$ cat src/rtl/i2s_pkg.sv
// Shared I2S definitions used by the transmitter and the mic-side receiver,
// so that both ends of the audio path agree on frame geometry.
package i2s_pkg;

  localparam int SLOT_BITS         = 32;
  localparam int FRAME_BITS        = 64;
  localparam int DEFAULT_BCLK_HALF = 12;

  typedef logic signed [15:0] i2s_sample_t;

  typedef struct packed {
    i2s_sample_t left;
    i2s_sample_t right;
  } stereo_sample_t;

endpackage

$ cat src/rtl/i2s_clkgen.sv
// I2S bit/word clock generator: divides the system clock into BCLK, counts
// BCLKs within the frame and derives LRCLK from the frame bit counter.
module i2s_clkgen
  import i2s_pkg::*;
#(
  parameter int BCLK_HALF = DEFAULT_BCLK_HALF,
  parameter int SLOT_BITS = i2s_pkg::SLOT_BITS,
  localparam int BC_W     = $clog2(2 * SLOT_BITS)
) (
  input  logic            clk_i,
  input  logic            rst_ni,
  output logic            bclk_o,
  output logic            lrclk_o,
  output logic [BC_W-1:0] bc_o,
  output logic            fall_o,
  output logic            wrap_o
);

  localparam int              HC_W    = $clog2(BCLK_HALF + 1);
  localparam logic [HC_W-1:0] HC_LAST = HC_W'(BCLK_HALF - 1);

  logic [HC_W-1:0] hc_q, hc_d;
  logic            bclk_q, bclk_d;
  logic            lrclk_q, lrclk_d;
  logic [BC_W-1:0] bc_q, bc_d;
  logic            fall;

  // The falling edge is the system cycle in which BCLK is about to go 1->0.
  assign fall = (hc_q == HC_LAST) && bclk_q;

  always_comb begin
    hc_d    = hc_q + 1'b1;
    bclk_d  = bclk_q;
    bc_d    = bc_q;
    lrclk_d = lrclk_q;
    if (hc_q == HC_LAST) begin
      hc_d   = '0;
      bclk_d = ~bclk_q;
    end
    if (fall) begin
      bc_d    = bc_q + 1'b1;
      lrclk_d = bc_d[BC_W-1];
    end
  end

  always_ff @(posedge clk_i) begin
    if (!rst_ni) begin
      hc_q    <= '0;
      bclk_q  <= 1'b0;
      lrclk_q <= 1'b0;
      bc_q    <= '0;
    end else begin
      hc_q    <= hc_d;
      bclk_q  <= bclk_d;
      lrclk_q <= lrclk_d;
      bc_q    <= bc_d;
    end
  end

  assign bclk_o  = bclk_q;
  assign lrclk_o = lrclk_q;
  assign bc_o    = bc_q;
  assign fall_o  = fall;
  assign wrap_o  = fall && (bc_q == '1);

endmodule

$ cat src/rtl/i2s_transmitter.sv
// I2S master transmitter: one-deep sample-pair buffer filled by a valid/ready
// handshake, loaded at each frame boundary and shifted out MSB-first.
module i2s_transmitter
  import i2s_pkg::*;
#(
  parameter int BCLK_HALF    = DEFAULT_BCLK_HALF,
  parameter int SAMPLE_WIDTH = 16,
  parameter int SLOT_BITS    = i2s_pkg::SLOT_BITS
) (
  input  logic                    clk_in,
  input  logic                    rst_in,
  input  logic [SAMPLE_WIDTH-1:0] left_in,
  input  logic [SAMPLE_WIDTH-1:0] right_in,
  input  logic                    valid_in,
  output logic                    ready_out,
  output logic                    i2s_bclk_out,
  output logic                    i2s_lrclk_out,
  output logic                    i2s_data_out,
  output logic                    frame_start_out,
  output logic                    underrun_out
);

  localparam int BC_W   = $clog2(2 * SLOT_BITS);
  localparam int SLOT_W = $clog2(SLOT_BITS);

  logic [BC_W-1:0] bc;
  logic            fall, wrap;

  i2s_clkgen #(
    .BCLK_HALF(BCLK_HALF),
    .SLOT_BITS(SLOT_BITS)
  ) u_clkgen (
    .clk_i  (clk_in),
    .rst_ni (rst_in),
    .bclk_o (i2s_bclk_out),
    .lrclk_o(i2s_lrclk_out),
    .bc_o   (bc),
    .fall_o (fall),
    .wrap_o (wrap)
  );

  logic [SAMPLE_WIDTH-1:0] pendLeft_q, pendLeft_d, pendRight_q, pendRight_d;
  logic [SAMPLE_WIDTH-1:0] actLeft_q, actLeft_d, actRight_q, actRight_d;
  logic                    pendFull_q, pendFull_d;
  logic                    ready_q, ready_d;
  logic                    data_q, data_d;
  logic                    frameStart_q, frameStart_d;
  logic                    underrun_q, underrun_d;

  logic [BC_W-1:0]         newBc;
  logic [SAMPLE_WIDTH-1:0] slotWord, shifted;
  logic                    serialBit;
  int                      slotPos;

  // Bit for the BCLK slot being entered: slot position 0 is the I2S delay bit.
  always_comb begin
    newBc     = bc + 1'b1;
    slotPos   = int'(newBc[SLOT_W-1:0]);
    slotWord  = newBc[BC_W-1] ? actRight_q : actLeft_q;
    shifted   = '0;
    serialBit = 1'b0;
    if (slotPos >= 1 && slotPos <= SAMPLE_WIDTH) begin
      shifted   = slotWord << (slotPos - 1);
      serialBit = shifted[SAMPLE_WIDTH-1];
    end
  end

  always_comb begin
    pendLeft_d   = pendLeft_q;
    pendRight_d  = pendRight_q;
    pendFull_d   = pendFull_q;
    actLeft_d    = actLeft_q;
    actRight_d   = actRight_q;
    data_d       = data_q;
    frameStart_d = 1'b0;
    underrun_d   = 1'b0;
    if (valid_in && ready_q) begin
      pendLeft_d  = left_in;
      pendRight_d = right_in;
      pendFull_d  = 1'b1;
    end
    if (fall) begin
      data_d = serialBit;
    end
    // A pair accepted on the boundary cycle is not yet visible here, so it
    // waits for the next frame and this one goes out silent.
    if (wrap) begin
      frameStart_d = 1'b1;
      if (pendFull_q) begin
        actLeft_d  = pendLeft_q;
        actRight_d = pendRight_q;
        pendFull_d = 1'b0;
      end else begin
        actLeft_d  = '0;
        actRight_d = '0;
        underrun_d = 1'b1;
      end
    end
    ready_d = ~pendFull_d;
  end

  always_ff @(posedge clk_in) begin
    if (!rst_in) begin
      pendLeft_q   <= '0;
      pendRight_q  <= '0;
      pendFull_q   <= 1'b0;
      actLeft_q    <= '0;
      actRight_q   <= '0;
      ready_q      <= 1'b0;
      data_q       <= 1'b0;
      frameStart_q <= 1'b0;
      underrun_q   <= 1'b0;
    end else begin
      pendLeft_q   <= pendLeft_d;
      pendRight_q  <= pendRight_d;
      pendFull_q   <= pendFull_d;
      actLeft_q    <= actLeft_d;
      actRight_q   <= actRight_d;
      ready_q      <= ready_d;
      data_q       <= data_d;
      frameStart_q <= frameStart_d;
      underrun_q   <= underrun_d;
    end
  end

  assign ready_out       = ready_q;
  assign i2s_data_out    = data_q;
  assign frame_start_out = frameStart_q;
  assign underrun_out    = underrun_q;

endmodule

$ cat config.mk
export PLATFORM = sky130hd
export DESIGN_NAME = i2s_transmitter
export DESIGN_NICKNAME = d
export VERILOG_FILES = /design/src/rtl/i2s_pkg.sv /design/src/rtl/i2s_clkgen.sv /design/src/rtl/i2s_transmitter.sv
export SDC_FILE = /design/constraint.sdc
export NUM_CORES = 1
export LEC_CHECK = 0
export ABC_AREA = 1
export ABC_CLOCK_PERIOD_IN_PS = 2600
export CAP_MARGIN = 5
export CORE_MARGIN = 2
export CORE_UTILIZATION = 30
export DETAILED_ROUTE_END_ITERATION = 10
export PLACE_DENSITY_LB_ADDON = 0.25
export SKIP_CTS_REPAIR_TIMING = 1
export SYNTH_ARGS = -nofsm -noshare
export SYNTH_HDL_FRONTEND = slang
export SYNTH_SLANG_ARGS = --single-unit
$ cat constraint.sdc
create_clock -name clk_in -period 2.6 [get_ports clk_in]
set_clock_uncertainty 0.15 [all_clocks]
set_input_delay 0.26 -clock clk_in [delete_from_list [all_inputs] [get_ports clk_in]]
set_output_delay 0.26 -clock clk_in [all_outputs]
set_load 0.03 [all_outputs]
; ---- After elaboration in Yosys (flattened, before gate mapping)
; Cells that the tools add are included.
[classes]
add_sub_neg = 3
magnitude_cmp = 2
eq_ne = 2
shift = 1
mux = 9
n_bitwise = 3
n_reduce_logical = 6
[ops]
columns = operator, count
row1 = 2-to-1 mux 16 bit, 3
row2 = left shift 16 x 32 -> 16 bit, 1
row3 = adder 6 x 1 -> 6 bit (second input constant), 1
row4 = equality test 6 bit (second input constant), 1
row5 = 2-to-1 mux 1 bit, 6
row6 = subtractor 5 x 1 -> 6 bit (second input constant), 1
row7 = >= comparator 5 x 1 -> 1 bit (second input constant), 1
row8 = <= comparator 5 bit (second input constant), 1
row9 = adder 4 x 1 -> 4 bit (second input constant), 1
row10 = equality test 4 bit (second input constant), 1
row11 = logical AND 1 bit, 4
row12 = NOT 1 bit, 3
row13 = AND reduction 2 bit, 1
row14 = OR reduction 2 bit, 1
[word_totals]
reg_bits = 81
in_bits = 35
output_inout_bits = 6
elab_cells = 39

; ---- Logic depth before layout (Yosys ltp)
; Gate-level depths: netlist of run 1.
[depth]
depth_word = 5
ltp_mapped = 18
mapped_depth_nobuf = 16

; ---- Hierarchy
; Synthesis of run 1 repeated with hierarchy kept, for this count alone.
[hier_totals]
hier_cells = 489
area_unflattened_um2 = 3469.6
[by_module_without_submodules]
columns = module, instances, cells_per_inst, area_per_inst_um2, seq_area_each_um2
row1 = i2s_transmitter, 1, 424, 2976.6, 1381.3
row2 = i2s_clkgen, 1, 65, 493.0, 220.2

; ---- Worst setup path before layout of run 1
; Ideal clock, no wire load.
[synth_timing]
path_type = reg-to-reg
startpoint = reg u_clkgen.bc_q[0] (netlist: u_clkgen.bc_o[0])
endpoint = reg data_q (netlist: i2s_data_out)
arrival_ns = 1.919
t_required_ns = 2.338
slack_ns = 0.419
stages_incl_launch_ff = 17
n_path_buf = 2
cell_sequence = dfxtp_1 > buf_4 > inv_1 > buf_2 > ha_1 > inv_1 > nand2_1 > nor2_2 > nand3_1 > nand2_1 > inv_1 > nand3_1 > nand3_1 > nand3_1 > nand3_1 > nand3_2 > nand2_2
[synth_between]
elab_chain_cells = 4
word_cells_on_any_way = 8
cone_classes = add/sub: 2 / order compare: 2 / shift: 1 / mux: 2 / reduce/logical: 1
[synth_lines]
columns = element, line
row1 = "start, declared", i2s_clkgen.sv:25  ; logic [BC_W-1:0] bc_q, bc_d;
row2 = "start signal, assigned", i2s_clkgen.sv:51  ; bc_q <= '0;
row3 = "start signal, assigned", i2s_clkgen.sv:56  ; bc_q <= bc_d;
row4 = adder 6 x 1 -> 6 bit *, i2s_transmitter.sv:57  ; newBc = bc + 1'b1;
row5 = via newBc[0], i2s_transmitter.sv:50  ; logic [BC_W-1:0] newBc;
row6 = "subtractor 5 x 1 -> 6 bit, or another cell as far along", i2s_transmitter.sv:63  ; shifted = slotWord << (slotPos - 1);
row7 = left shift 16 x 32 -> 16 bit / logical AND 1 bit (equally long branches), "i2s_transmitter.sv:63, i2s_transmitter.sv:62"
row8 = 2-to-1 mux 1 bit *, i2s_transmitter.sv:62  ; if (slotPos >= 1 && slotPos <= SAMPLE_WIDTH) begin
row9 = "end signal, assigned", i2s_transmitter.sv:120  ; data_q <= data_d;
row10 = "end, declared", i2s_transmitter.sv:46  ; logic data_q, data_d;
; Mark *: on every way through the listed nets, which the timed path passes. The rest lies on a longest branch.
; A chain may end at the register's enable or synchronous reset.

; ---- Worst setup path after layout of run 1
[layout_timing]
startpoint = reg u_clkgen.bc_q[1] (netlist: u_clkgen.bc_o[1])
endpoint = reg data_q (netlist: i2s_data_out)
; Same word-level chain as after synthesis.

==> results.py, run 1 <==
metrics = {
    "detailed_routing": {
        "num_vias": 2948,
        "wl_met3_um": 234,
        "wl_met1_um": 3710,
        "viasPerCell": 4.599,
        "dr_wl_met2_um": 3425,
        "drtIter0Drc": 93,
        "top_layer_used": "met4",
        "drc": 0,
        "routed_wl_um": 7466,
        "ant_nets": 0,
        "dr.pass1.iters": 4,
        "drt-wirelength-per-cell_um": 11.65,
    },
    "worst_setup_path": {
        "path_common_cell": "nand2_1",
        "crit_path_start_kind": "register",
        "crit_arrival_ns": 2.26,
        "worstPathRequired_ns": 2.68,
        "crit_path_end_kind": "register",
        "startpoint": "u_clkgen.bc_o[1]",
        "path_delay_family": "simple AND/OR/NAND/NOR gates",
        "worst-path-buf-inv": 2,
        "crit_chain": "inv_1 -> ha_1 -> inv_1 -> nand2_1 -> nor2_2 -> nand3_1 -> nand2_1 -> nor2_1 -> nand2_1 -> nand2_1 -> nand2_1 -> nand2_1 -> nand2_1 -> nand2_1 -> nand3_2 -> nand2_2",
        "slowest_delay_ns": 0.44,
        "crit_type": "reg -> reg",
        "path_max_fanout": 5,
        "regToRegStartpoint": "u_clkgen.bc_o[1]",
        "slowest_stage": "dfxtp_1",
    },
    "global_route": {
        "grt.overflow.total": 0,
        "grt_antenna_before_repair": 0,
        "gr-usage-all-layers_pct": 13.81,
        "grt_pass1_wl_um": 13190,
        "grt_max_degree": 37,
        "first_global_vias": 2913,
    },
    "sta": {
        "rsz0062_at_grt": "false",
        "fin_crit_ns": 2.182,
        "slew_headroom_pct": 69.37,
        "fin_setup_tns_ns": 0,
        "fin_crit_sh_pct": 83.94,
        "setup_viol": 0,
        "finalHoldViolCount": 0,
        "slew_viol_final": 0,
        "fmax_mhz": 458.2,
        "worst_pin_slew_ns": 0.4588,
    },
    "cells_and_area": {
        "fin_cells": 641,
        "area_growth_pct": 24.42,
        "drive_gt1_share_pct": 10.18,
        "multi_input_area_um2": 1536,
        "nets": 534,
        "final-seq-area_um2": 1602,
        "diodes": 0,
        "fill_cells": 1159,
    },
    "power": {
        "p_leak_uw": 0.001579,
        "powerDensity_nw_per_um2": 642.0,
        "peakVddDrop_mv": 0.2670,
    },
    "yosys": {
        "syn_area_um2": 3392,
        "yosys.area.top_type_share_pct": 47.22,
        "yosysWarningCount": 0,
        "ys_ff_latch": 80,
        "synth.avg_cell_area_um2": 7.390,
        "netlist_instances": 459,
        "synth.distinct_cells": 31,
        "synth_top_area_cell": "dfxtp_1",
        "synth_area_leaders": "dfxtp_1 (47%), nand2_1 (11%), nor2_1 (8.7%), a21oi_1 (5.8%), o21ai_0 (5.8%)",
        "ys_seq_area_share_pct": 47.22,
        "synth_nets": 497,
    },
    "worst_hold_path": {
        "hold_start": "pendFull_q",
        "holdCritPathClass": "reg -> reg",
    },
    "place": {
        "hpwl_um": 5388,
        "place_congestion": 0.8490,
        "dp.cells": 625,
        "io_buffer_count": 40,
    },
    "clocking": {
        "cts_buffers": 9,
        "cts_tree": "built",
        "clock_latency_ns": 0.34,
        "clk_transition_reported_paths_ns": 0.06,
        "cts_sinks": 80,
        "clockBufferDepth": 2,
        "htree_levels": 3,
        "clock-root-buffer": "clkbuf_16",
    },
    "outcome": {
        "status": "complete, no violations",
    },
    "floorplan": {
        "boundaryPins": 41,
        "die_area_um2": 12170,
        "start_util_pct": 31.02,
        "die_w_um": 110.3,
        "rows": 38,
        "core_area_um2": 10940,
        "die_y_um": 110.3,
    },
    "run": {
        "max_cap_viol_count": 0,
    },
}
## per-layer routing
metal	up-vias	global-route usage (%)
met3	6	2.293
met1	1363	17.63
met5	-	0
met2	35	22.57
met4	0	6.786
li1	1544	-
## cell usage after synthesis
master / n
nand2_1: 98
dfxtp_1: 80
nor2_1: 79
a21oi_1: 39
o21ai_0: 39
inv_1: 27
nand3_1: 19
clkbuf_1: 16
nand2_2: 9
inv_2: 7
o21bai_1: 5
buf_4: 4
nand4_1: 4
o21a_1: 4
o22ai_1: 4
or2_1: 4
ha_1: 3
nand2_4: 3
nand3_2: 2
nor2_2: 2
buf_12: 1
buf_2: 1
buf_6: 1
nor2_4: 1
nor2_8: 1
nor3_1: 1
nor3_2: 1
nor3b_2: 1
o211ai_1: 1
xnor2_1: 1
xor2_1: 1
## state kept, by name, indices dropped and copies added (netlist names)
signal / flops
u_clkgen.bc_o: 6
actRight_q: 16
underrun_out: 1
ready_out: 1
i2s_data_out: 1
u_clkgen.bclk_o: 1
pendLeft_q: 16
u_clkgen.hc_q: 4
pendRight_q: 16
pendFull_q: 1
frame_start_out: 1
actLeft_q: 16
## area by class of cell
| cell class | instances | area share (%) |
|---|---|---|
| sequential | 80 | 37.95 |
| multi-input combinational | 322 | 36.41 |
| timing repair buffer | 49 | 11.38 |
| clock buffer | 11 | 5.752 |
| tap | 140 | 4.151 |
| inverter | 34 | 3.024 |
| clock inverter | 5 | 1.334 |
## cell usage in the layout, fill, tap and decap left out
master | netlist | layout
nand3_1 | 19 | 19
clkbuf_8 | 0 | 1
o21ai_0 | 39 | 39
nor2_2 | 2 | 2
nor3_1 | 1 | 1
buf_4 | 4 | 8
nor2_4 | 1 | 1
clkinv_2 | 0 | 2
inv_2 | 7 | 7
xor2_1 | 1 | 1
xnor2_1 | 1 | 1
nand3_2 | 2 | 2
buf_12 | 1 | 1
o21a_1 | 4 | 4
o22ai_1 | 4 | 4
bufinv_16 | 0 | 1
nand2_4 | 3 | 3
nand2_1 | 98 | 98
nor2_1 | 79 | 79
clkinvlp_4 | 0 | 1
clkinv_4 | 0 | 1
a21oi_1 | 39 | 39
o211ai_1 | 1 | 1
nor2_8 | 1 | 1
inv_1 | 27 | 27
nor3b_2 | 1 | 1
nand4_1 | 4 | 4
ha_1 | 3 | 3
nor3_2 | 1 | 1
dfxtp_1 | 80 | 80
clkdlybuf4s50_1 | 0 | 40
o21bai_1 | 5 | 5
clkbuf_16 | 0 | 9
or2_1 | 4 | 4
nand2_2 | 9 | 9
clkbuf_1 | 16 | 1
## power by group
part	total [uW]	internal (uW)	switching, uW
registers	1290	1270	22.8
logic	162	83.0	79.2
clock network	1260	768	488
total	2710	2120	590
## logic make-up after synthesis
logic type	after synthesis	share of synthesized area [%]
xor+xnor	2	0.5165
flops	80	47.22
compound gates	92	14.46
fa+ha+maj	3	1.107
simple gates	225	29.21
buf+inv	57	7.488
## final timing paths
kind,endpoint,slack [ns],depth (start not counted)
worst min-delay path,underrun_out,0.29,1
worst min register to register,underrun_out,0.29,1
worst max-delay path,i2s_data_out,0.42,16
worst max register to register,i2s_data_out,0.42,16
## per-stage QoR
stage / power [uW] / hold slack [ns] / instance area [um2] / util [%] / setup slack, ns
2_1_floorplan: 1403 / 0.2513 / 3392 / - / 0.4190
3_3_place_gp: 1479 / 0.2762 / 3921 / 35.86 / 0.5132
3_5_place_dp: 1485 / 0.2741 / 3921 / 35.86 / 0.4528
4_1_cts: 2739 / 0.2864 / 4220 / 38.59 / 0.4370
5_1_grt: 2811 / 0.2974 / 4220 / 38.59 / 0.1307
6_report: 2709 / 0.2897 / 4220 / 38.59 / 0.4175
(Power assumes the default switching activity.)
==> inputs of run 2 (changes only) <==
--- a/config.mk
+++ b/config.mk
@@ -6,7 +6,7 @@
 export NUM_CORES = 1
 export LEC_CHECK = 0
 export ABC_AREA = 1
-export ABC_CLOCK_PERIOD_IN_PS = 2600
+export ABC_CLOCK_PERIOD_IN_PS = 1900
 export CAP_MARGIN = 5
 export CORE_MARGIN = 2
 export CORE_UTILIZATION = 30
==> constraint.sdc (replaced) <==
create_clock -name clk_in -period 1.9 [get_ports clk_in]
set_clock_uncertainty 0.15 [all_clocks]
set_input_delay 0.19 -clock clk_in [delete_from_list [all_inputs] [get_ports clk_in]]
set_output_delay 0.19 -clock clk_in [all_outputs]
set_load 0.03 [all_outputs]
==> results.py, run 2 (synthesized netlist as in run 1, its figures left out) <==
metrics = {
    "detailed_routing": {
        "routed_wl_um": 8394,
        "num_vias": 3081,
        "drtIter0Drc": 104,
        "ant_nets": 0,
        "dr.pass1.iters": 4,
        "drt-wirelength-per-cell_um": 12.47,
        "drc": 0,
        "viasPerCell": 4.578,
    },
    "cells_and_area": {
        "area_growth_pct": 45.48,
        "multi_input_area_um2": 1911,
        "final-seq-area_um2": 1613,
        "final_cell_area_um2": 4935,
        "fill_cells": 1085,
        "layout_commonest_cell": "nor2_1",
        "nets": 566,
        "diodes": 0,
        "drive_gt1_share_pct": 28.52,
        "layout_common_cells": "nor2_1 (78), dfxtp_1 (75), nand2_1 (69), clkdlybuf4s50_1 (40), o21ai_0 (39)",
    },
    "power": {
        "comb_power_share_pct": 6.4,
        "powerDensity_nw_per_um2": 773.4,
        "p_leak_uw": 0.002125,
        "clockPowerShare_pct": 46.9,
        "swShare_pct": 23.91,
        "internal_power_uw": 2904,
        "peakVddDrop_mv": 0.5609,
        "p_sw_uw": 912.6,
        "seqPwrFrac_pct": 46.8,
        "total_power_uw": 3816,
    },
    "floorplan": {
        "start_util_pct": 31.02,
        "boundaryPins": 41,
        "rows": 38,
        "die_w_um": 110.3,
        "die_area_um2": 12170,
        "die_y_um": 110.3,
        "core_area_um2": 10940,
    },
    "clocking": {
        "htree_levels": 3,
        "clock_latency_ns": 0.34,
        "cts_sinks": 80,
        "clockBufferDepth": 2,
        "clk_transition_reported_paths_ns": 0.06,
        "clock-root-buffer": "clkbuf_16",
        "cts_tree": "built",
        "cts_buffers": 9,
    },
    "sta": {
        "finalHoldViolCount": 0,
        "fmax_mhz": 517.2,
        "setup_viol": 7,
        "fin_crit_ns": 1.933,
        "layout_setup_ws_ns": -0.03347,
        "worst_pin_slew_ns": 0.5335,
        "slew_headroom_pct": 64.43,
        "fin_crit_sh_pct": 101.8,
        "slew_viol_final": 0,
        "rsz0062_at_grt": "true",
    },
    "outcome": {
        "status": "complete, but fails checks",
        "violations": "negative setup slack",
    },
    "worst_setup_path": {
        "crit_path_start_kind": "register",
        "crit_path_end_kind": "register",
        "path_max_fanout": 6,
        "worstPathRequired_ns": 2.02,
        "crit_type": "reg -> reg",
        "crit_arrival_ns": 2.05,
        "reg2reg_slack_ns": -0.03,
    },
    "global_route": {
        "gr-usage-all-layers_pct": 14.07,
        "grt.overflow.total": 0,
        "grt_pass1_wl_um": 13390,
        "grt_max_degree": 37,
        "first_global_vias": 3022,
        "grt_antenna_before_repair": 0,
    },
    "place": {
        "place_area_um2": 4118,
        "place_congestion": 0.8324,
        "io_buffer_count": 40,
        "hpwl_um": 5646,
    },
    "worst_hold_path": {
        "holdCritPathClass": "reg -> reg",
    },
    "run": {
        "max_cap_viol_count": 0,
    },
}
## run 2: cell count changes in the layout (fill, tap and decap cells not counted), moves of 4 or more
cell / before / now
nand2_2: 9 / 13
buf_4: 8 / 34
dfxtp_1: 80 / 75
a21oi_1: 39 / 13
nand2_1: 98 / 69
nand2_4: 3 / 27
a21oi_2: 0 / 26
## run 2: per-stage QoR
step	setup TNS, ns	worst slack [ns]	hold slack, ns	cells	util, %
6_report	-0.1063	-0.03347	0.2976	673	45.13
4_1_cts	-0.06574	-0.06574	0.2958	663	40.49
3_3_place_gp	-0.05054	-0.05054	0.2758	647	37.65
5_1_grt	-2.854	-0.1335	0.3183	673	45.13
2_1_floorplan	0	0.004167	0.2063	459	-
3_5_place_dp	-0.04863	-0.04863	0.2868	647	37.65
## run 2: layer usage
layer  share of wire [%]  global-route usage (%)  up-vias
met5                   0                       0        -
met4                0.98                   4.286        0
met3                 3.4                   3.469        9
met2                  47                   23.71       42
met1                  49                   17.74     1420
li1                    -                       -     1610
## run 2: worst paths after layout
path	from	to	depth (start not counted)
setup / recovery	u_clkgen.hc_q[0]	actLeft_q[0]	12
hold / removal	pendFull_q	underrun_out	1
setup reg to reg	u_clkgen.hc_q[0]	actLeft_q[0]	12
hold reg to reg	pendFull_q	underrun_out	1
## run 2: area by class of cell
class | instances | area share (%)
flip-flops and latches | 80 | 32.68
clock inverters | 7 | 1.724
well taps | 140 | 3.550
repair buffers | 81 | 16.13
clock buffers | 9 | 4.564
multi-input cells | 322 | 38.72
inverters | 34 | 2.637
## run 2: power by group through the flow
stage | Combinational (uW) | Sequential (uW) | Clock (uW)
floorplan | 120 | 1800 | 0
global placement | 233 | 1800 | 0
detailed placement | 237 | 1810 | 0
CTS | 237 | 1770 | 1820
global route | 277 | 1790 | 1890
finish | 243 | 1790 | 1790
## run 2: worst max-delay path, cell delays in order, from the launching register on
cell,delay (ns)
dfxtp_2,0.36
ha_4,0.14
nor3b_4,0.18
inv_2,0.06
nor2_2,0.09
inv_2,0.06
nor3_4,0.11
inv_2,0.07
nor2_4,0.14
buf_12,0.16
clkbuf_16,0.18
nand2_4,0.05
a21oi_2,0.13
==> inputs of run 3 (changes only) <==
--- a/config.mk
+++ b/config.mk
@@ -6,10 +6,10 @@
 export NUM_CORES = 1
 export LEC_CHECK = 0
 export ABC_AREA = 1
-export ABC_CLOCK_PERIOD_IN_PS = 1900
-export CAP_MARGIN = 5
+export ABC_CLOCK_PERIOD_IN_PS = 1700
+export CAP_MARGIN = 20
 export CORE_MARGIN = 2
-export CORE_UTILIZATION = 30
+export CORE_UTILIZATION = 50
 export DETAILED_ROUTE_END_ITERATION = 10
 export PLACE_DENSITY_LB_ADDON = 0.25
 export SKIP_CTS_REPAIR_TIMING = 1
==> constraint.sdc (replaced) <==
create_clock -name clk_in -period 1.7 [get_ports clk_in]
set_clock_uncertainty 0.15 [all_clocks]
set_input_delay 0.17 -clock clk_in [delete_from_list [all_inputs] [get_ports clk_in]]
set_output_delay 0.17 -clock clk_in [all_outputs]
set_load 0.03 [all_outputs]
==> results.py, run 3 (synthesized netlist as in run 1, its figures left out) <==
metrics = {
    "outcome": {
        "status": "complete, but fails checks",
        "violations": "negative setup slack",
    },
    "global_route": {
        "grt.overflow.total": 0,
        "first_global_vias": 2779,
        "grt_max_degree": 37,
        "gr-usage-all-layers_pct": 20.74,
        "grt_antenna_before_repair": 0,
        "grt_pass1_wl_um": 12250,
    },
    "clocking": {
        "clockBufferDepth": 2,
        "clk_transition_reported_paths_ns": 0.09,
        "cts_tree": "built",
        "clock_latency_ns": 0.35,
        "htree_levels": 3,
        "cts_buffers": 9,
        "clock-root-buffer": "clkbuf_8",
        "cts_sinks": 80,
    },
    "floorplan": {
        "die_w_um": 86.37,
        "rows": 30,
        "die_y_um": 86.37,
        "start_util_pct": 50.77,
        "boundaryPins": 41,
        "core_area_um2": 6681,
        "die_area_um2": 7459,
    },
    "cells_and_area": {
        "nets": 568,
        "drive_gt1_share_pct": 24.86,
        "fin_cells": 615,
        "diodes": 0,
        "area_growth_pct": 33.79,
        "layout_commonest_cell": "nand2_1",
        "layout_common_cells": "nand2_1 (87), nor2_1 (77), dfxtp_1 (75), o21ai_0 (39), buf_4 (37)",
        "final_cell_area_um2": 4538,
    },
    "sta": {
        "slew_headroom_pct": 78.63,
        "worst_pin_slew_ns": 0.3201,
        "fin_crit_sh_pct": 114.1,
        "setup_viol": 35,
        "rsz0062_at_grt": "true",
        "fin_crit_ns": 1.939,
        "fin_setup_tns_ns": -6.802,
        "slew_viol_final": 0,
        "finalHoldViolCount": 0,
        "fmax_mhz": 515.7,
        "layout_setup_ws_ns": -0.2392,
    },
    "worst_hold_path": {
        "worstHoldPathCells": 3,
        "min_to": "pendRight_q[10]",
        "holdCritPathClass": "in -> reg",
        "hold_start": "right_in[10]",
    },
    "run": {
        "max_cap_viol_count": 0,
    },
    "worst_setup_path": {
        "slowest_delay_ns": 0.37,
        "crit_chain": "buf_4 -> ha_4 -> nand4_1 -> nor3_2 -> inv_2 -> nor2_4 -> buf_12 -> nand2_1 -> a21oi_2",
        "crit_path_start_kind": "register",
        "path_depth": 9,
        "crit_type": "reg -> reg",
        "path_max_fanout": 23,
        "reg2reg_slack_ns": -0.24,
        "worst-r2r-cell-count": 9,
        "path_delay_family": "simple AND/OR/NAND/NOR gates",
        "regToRegStartpoint": "u_clkgen.bc_o[1]",
        "slowest_stage": "dfxtp_4",
        "rr_endpoint": "actRight_q[3]",
        "worst-path-buf-inv": 3,
        "worstPathRequired_ns": 1.84,
        "crit_path_end_kind": "register",
        "crit_arrival_ns": 2.08,
    },
    "detailed_routing": {
        "ant_nets": 0,
        "dr.pass1.iters": 4,
        "drc": 0,
        "num_vias": 3065,
        "viasPerCell": 4.984,
        "drt-wirelength-per-cell_um": 12.48,
        "routed_wl_um": 7674,
        "drtIter0Drc": 189,
    },
    "place": {
        "place_area_um2": 4134,
        "dp.cells": 595,
        "io_buffer_count": 40,
        "hpwl_um": 5411,
        "place_congestion": 0.9703,
    },
    "power": {
        "peakVddDrop_mv": 0.6547,
        "total_power_uw": 3493,
        "powerDensity_nw_per_um2": 769.7,
        "p_leak_uw": 0.001818,
    },
}
-- run 3: worst max-delay path by stage --
| stage | slack, ns | start | endpoint |
|---|---|---|---|
| 5_1_grt | -0.34 | u_clkgen.bc_o[1] | actRight_q[3] |
| 3_3_place_gp | -0.18 | u_clkgen.bc_o[1] | i2s_data_out |
| 4_1_cts | -0.28 | u_clkgen.bc_o[1] | i2s_data_out |
| 2_1_floorplan | -0.20 | u_clkgen.bc_o[0] | i2s_data_out |
| 3_5_place_dp | -0.25 | u_clkgen.bc_o[1] | i2s_data_out |
| 6_report | -0.24 | u_clkgen.bc_o[1] | actRight_q[3] |
-- run 3: layout make-up --
type | count | area (um2)
Multi-Input combinational cell | 322 | 1740
Clock buffer | 9 | 123.9
Clock inverter | 7 | 48.80
Sequential cell | 80 | 1613
Inverter | 34 | 130.1
Tap cell | 80 | 100.1
Timing Repair Buffer | 83 | 782.0
Fill cell | 585 | 2143
-- run 3: power by group --
| group | total (uW) | internal [uW] | switching, uW |
|---|---|---|---|
| sequential | 1970 | 1940 | 39.5 |
| clock | 1240 | 529 | 713 |
| combinational | 277 | 145 | 131 |
| total | 3490 | 2610 | 883 |
-- run 3: tightest hold or removal path, cell delays in order --
cell and delay [ns]:
clkdlybuf4s50_1 0.39, o21ai_0 0.15, nor2_1 0.04
-- run 3: routing by layer --
layer  GRT usage, %  share of wire [%]  wire length, um  vias to the layer above
met5              0                  0                0                        -
met4          8.949                2.0              151                        0
met3          4.571                2.8              216                       15
met2          33.22                 48             3717                       44
met1          26.98                 47             3588                     1404
li1               -                  -                -                     1602
-- run 3: per-stage QoR --
stage                     worst slack (ns)  utilization [%]  hold slack, ns
after floorplan                    -0.1958                -          0.1863
after global placement             -0.1829            61.87          0.2587
after detailed placement           -0.2502            61.87          0.2692
after CTS                          -0.2769            64.46          0.2713
after global routing               -0.3433            67.92          0.2959
final                              -0.2392            67.92          0.2784
